**src/rtl/instruction_mem_ram.sv**
```systemverilog
// Loadable instruction memory for the MIPS fetch stage. A program is streamed in
// over a valid/ready port and read back with one-cycle latency.
module instruction_mem_ram #(
  parameter int DATA_W = 32,
  parameter int ADDR_W = 30,
  parameter int DEPTH  = 64,
  localparam int IDX_W = $clog2(DEPTH),
  localparam int LEN_W = IDX_W + 1
) (
  input  logic              clk,
  input  logic              rst_n,
  input  logic              load_start,
  input  logic              load_valid,
  input  logic [DATA_W-1:0] load_data,
  input  logic              load_last,
  output logic              load_ready,
  output logic              load_done,
  output logic              load_ovf,
  output logic [LEN_W-1:0]  prog_len,
  input  logic              fetch_req,
  input  logic [ADDR_W-1:0] address,
  output logic              fetch_ready,
  output logic              fetch_valid,
  output logic [DATA_W-1:0] instruction,
  output logic              mem_end
);

  typedef enum logic [1:0] {IDLE, LOAD, RUN} state_t;

  state_t             state_reg, state_next;
  logic [IDX_W-1:0]   wptr_reg, wptr_next;
  logic [LEN_W-1:0]   prog_len_reg, prog_len_next;
  logic               load_ovf_reg, load_ovf_next;
  logic               load_done_reg, load_done_next;
  logic               fetch_valid_reg;
  logic               mem_end_reg;
  logic [DATA_W-1:0]  instruction_reg;
  logic [DATA_W-1:0]  mem [DEPTH];

  logic               load_accept;
  logic               load_final;
  logic               fetch_accept;
  logic               in_range;
  logic [ADDR_W-1:0]  prog_len_ext;

  assign load_ready   = (state_reg == LOAD);
  assign load_accept  = load_ready && load_valid && !load_start;
  // A full buffer without load_last closes the program as if it were the last word.
  assign load_final   = load_accept && (load_last || (wptr_reg == IDX_W'(DEPTH - 1)));
  assign fetch_ready  = (state_reg == RUN) && !load_start;
  assign fetch_accept = fetch_ready && fetch_req;
  assign prog_len_ext = ADDR_W'(prog_len_reg);
  assign in_range     = (address < prog_len_ext);

  assign load_done   = load_done_reg;
  assign load_ovf    = load_ovf_reg;
  assign prog_len    = prog_len_reg;
  assign fetch_valid = fetch_valid_reg;
  assign instruction = instruction_reg;
  assign mem_end     = mem_end_reg;

  always_ff @(posedge clk) begin
    if (!rst_n) begin
      state_reg <= IDLE;
    end else begin
      state_reg <= state_next;
    end
  end

  always_comb begin
    state_next     = state_reg;
    wptr_next      = wptr_reg;
    prog_len_next  = prog_len_reg;
    load_ovf_next  = load_ovf_reg;
    load_done_next = 1'b0;
    if (load_start) begin
      // A new load from any state discards the current program.
      state_next    = LOAD;
      wptr_next     = '0;
      prog_len_next = '0;
      load_ovf_next = 1'b0;
    end else begin
      case (state_reg)
        LOAD: begin
          if (load_final) begin
            state_next     = RUN;
            wptr_next      = '0;
            prog_len_next  = load_last ? (LEN_W'(wptr_reg) + LEN_W'(1)) : LEN_W'(DEPTH);
            load_ovf_next  = !load_last;
            load_done_next = 1'b1;
          end else if (load_accept) begin
            wptr_next = wptr_reg + IDX_W'(1);
          end
        end
        default: ;
      endcase
    end
  end

  always_ff @(posedge clk) begin
    if (!rst_n) begin
      wptr_reg      <= '0;
      prog_len_reg  <= '0;
      load_ovf_reg  <= 1'b0;
      load_done_reg <= 1'b0;
    end else begin
      wptr_reg      <= wptr_next;
      prog_len_reg  <= prog_len_next;
      load_ovf_reg  <= load_ovf_next;
      load_done_reg <= load_done_next;
    end
  end

  // Storage is never cleared; prog_len=0 makes stale contents unreachable.
  always_ff @(posedge clk) begin
    if (rst_n && load_accept) begin
      mem[wptr_reg] <= load_data;
    end
  end

  always_ff @(posedge clk) begin
    if (!rst_n) begin
      fetch_valid_reg <= 1'b0;
      instruction_reg <= '0;
      mem_end_reg     <= 1'b1;
    end else begin
      fetch_valid_reg <= fetch_accept;
      if (fetch_accept) begin
        instruction_reg <= in_range ? mem[address[IDX_W-1:0]] : '0;
        mem_end_reg     <= !in_range;
      end
    end
  end

endmodule

```
**config.mk**
```make
export PLATFORM = sky130hd
export DESIGN_NAME = instruction_mem_ram
export DESIGN_NICKNAME = d
export VERILOG_FILES = /design/src/rtl/instruction_mem_ram.sv
export SDC_FILE = /design/constraint.sdc
export NUM_CORES = 2
export LEC_CHECK = 0
export CORE_ASPECT_RATIO = 1.1
export CORE_UTILIZATION = 35
export CTS_CLUSTER_SIZE = 40
export DETAILED_ROUTE_END_ITERATION = 12
export PLACE_DENSITY_LB_ADDON = 0.3
export SLEW_MARGIN = 5
export SYNTH_ARGS = -nofsm -noshare
export SYNTH_HDL_FRONTEND = slang
export SYNTH_SLANG_ARGS = --single-unit
```
**constraint.sdc**
```tcl
create_clock -name clk -period 11.1 [get_ports clk]
set_clock_uncertainty 0.05 [all_clocks]
set_input_delay 2.22 -clock clk [delete_from_list [all_inputs] [get_ports clk]]
set_output_delay 2.22 -clock clk [all_outputs]
set_load 0.005 [all_outputs]
```
==> impl_metrics.tcl <==
set metrics [dict create \
    p_per_area_nw_per_um2 178.9 \
    cap_violations 0 \
    wl_met1_mm 91.06 \
    worst-path-stages 3 \
    max_freq_mhz 174.6 \
    ys.flop_type "edfxtp_1" \
    cp_slowest_cell "clkdlybuf4s50_1" \
    crit_family "buffers and inverters" \
    ys_ff_latch 2099 \
    tightestPinTransition_ps 1288 \
    hold_path_class "reg -> reg" \
    relSlewSlack_pct 14.15 \
    clock_latency_ps 840 \
    portBuffers 112 \
    synthesis.area_um2 80230 \
    yosys.cell_types.count 59 \
    cts_buffers 208 \
    coreArea_um2 226900 \
    cp.buffers_inverters 2 \
    die_x_um 458.5 \
    p_clk_share_pct 43.1 \
    cts-root-buf "clkbuf_16" \
    crit_top_cell "clkdlybuf4s50_1" \
    route.met2.wl_mm 107.4 \
    path_clk_slew_ps 60 \
    synth_top_area_share_pct 76.65 \
    p_seq_share_pct 52.7 \
    r2r_cells 6 \
    yosysTopAreaCell "edfxtp_1" \
    p_total_mw 16.49 \
    routed_wirelength_mm 217.6 \
    htree_levels 4 \
    path_max_fanout 6 \
    syn_to_final_growth_pct 14.89 \
    syn_nets 3612 \
    synth_most_common_cell "edfxtp_1" \
    crit_chain "clkdlybuf4s50_1, nor3b_1, clkdlybuf4s50_1" \
    critPathMaxStageDelay_ps 530 \
    ios 113 \
    ctsResizeCount 0 \
    hold_violations 0 \
    die_y_um 504.2 \
    p_int_mw 13.01 \
    ff_latch_area_um2 62520 \
    cts.sinks 2099 \
    switching_share_pct 21.10 \
    dp_hpwl_mm 114.7 \
    synth_async_sr_flop_share_pct 0 \
    fillers 19790 \
    p_leak_nw 28.23 \
    ys_warn_count 0 \
    synth_edf_count 2048 \
    multi_input_area_um2 16960 \
    place_ws_ps 4630 \
    largest_reg_flops 2048 \
    crit_type "in -> out" \
    drt-initial-drc-count 4382 \
    slew_viol_final 0 \
    start_kind "primary input" \
    drtPass1Iterations 5 \
    min_path_cells 2 \
    cts_setup_buffers 0 \
    finalCriticalPeriod_ps 5726 \
    via_per_inst 5.466 \
    vias 38350 \
    antenna_found_initial 3 \
    dr_wl_met3_mm 13.31 \
    final_nets 3852 \
    cts_tree "built" \
    outcome "complete, no violations" \
    grt_max_degree 125 \
    synth_cells 3537 \
    grt_pass1_wl_mm 305.4 \
    wl_per_cell_um 31.01 \
    vdd_ir_drop_max_uv 177.0 \
    grt_pass1_vias 39520 \
    worstPathRequired_ps 8830 \
    drive_gt1_share_pct 27.37 \
    seq_area_frac_synth_pct 77.92 \
    drtAntennaViolNets 0 \
    start_util_pct 35.36 \
    num_rows 183 \
    post-route-period-util_pct 51.59 \
    syn_area_per_cell_um2 22.68 \
    arrival_ps 3460 \
    synth_top_cells_by_count "edfxtp_1, mux4_2, nor2_1" \
    gr-total-overflow 0 \
    rsz0062_at_grt "false" \
    fin_setup_tns_ps 0 \
    grt_use_total_pct 18.69 \
    clock_path_buffers 3 \
    dr.max_layer_used "met4" \
    netSwitchingPower_mw 3.480 \
    gp_congestion 0.7804 \
    ys_top_cells_by_area "edfxtp_1, mux4_2, dfxtp_1" \
    setup_viol 0 \
    ctsHoldBuffers 0 \
    dieArea_um2 231200 \
    drc 0 \
    power_frac_comb_pct 4.1 \
    fin_ws_ps 5374 \
    critical_path.endpoint_type "output pin" \
]
worst min-delay path, cell delays in order, from the launching register on:
cell and delay (ps):
dfxtp_1 310, inv_1 50, a221oi_1 60
worst paths after layout:
kind                 from  slack [ps]     endpoint
min reg2reg      load_ovf         430     load_ovf
max reg2reg  state_reg[1]        7360  mem[63][13]
min              load_ovf         430     load_ovf
max            load_start        5370  fetch_ready
metrics by stage:
stage	cell area (um2)	cells	util [%]	hold WS [ps]
floorplan	80230	3537	-	392.9
global placement	85200	6617	37.55	420.0
detailed placement	85240	6619	37.57	414.5
CTS	92170	7013	40.62	435.3
global route	92180	7014	40.62	450.7
finish	92180	7016	40.63	431.3
per-layer routing:
layer / up-vias / global-route usage, %
li1: 15540 / -
met1: 21040 / 25.59
met2: 1464 / 31.02
met3: 296 / 2.840
met4: 0 / 5.024
met5: - / 0
cells in the final DEF (no fill, tap or decap), drive strengths merged, types with 18 or more instances in the layout:
master	n
a21oi	69
edfxtp	2048
o22ai	25
a22oi	86
mux2i	98
clkbuf	267
bufinv	20
dfxtp	51
buf	149
nand2	90
nor4	18
mux4	531
o21ai	27
nor2	111
nand3	22
clkdlybuf4s50	75
clkinv	89
power by group through the flow:
stage / logic, mW / clock network (mW) / registers [mW]
2_1_floorplan: 0.400 / 0 / 8.86
3_3_place_gp: 0.686 / 0 / 8.86
3_5_place_dp: 0.693 / 0 / 8.86
4_1_cts: 0.694 / 7.22 / 8.69
5_1_grt: 0.722 / 7.49 / 8.69
6_report: 0.683 / 7.11 / 8.70
final cells by class:
type | count | share of cell area, %
Multi-Input combinational cell | 1233 | 18.40
Clock inverter | 127 | 1.425
Inverter | 11 | 0.04751
Timing Repair Buffer | 224 | 2.058
Clock buffer | 267 | 6.096
Tap cell | 3052 | 4.143
Antenna cell | 3 | 0.008144
Sequential cell | 2099 | 67.82
cells by family (layout without fill, tap and decap cells):
kind of cell / after synthesis / in the layout / synth area share, %
buffers and inverters: 205 / 629 / 1.575
and+or+nand+nor: 300 / 300 / 1.694
AOI/OAI and AO/OA: 283 / 283 / 2.381
muxes: 641 / 641 / 16.30
xor gates and xnor gates: 2 / 2 / 0.02184
other: 0 / 3 / 0
adders and majority gates: 7 / 7 / 0.1092
DFF: 2099 / 2099 / 77.92
Power figures use the tool's default switching activity.
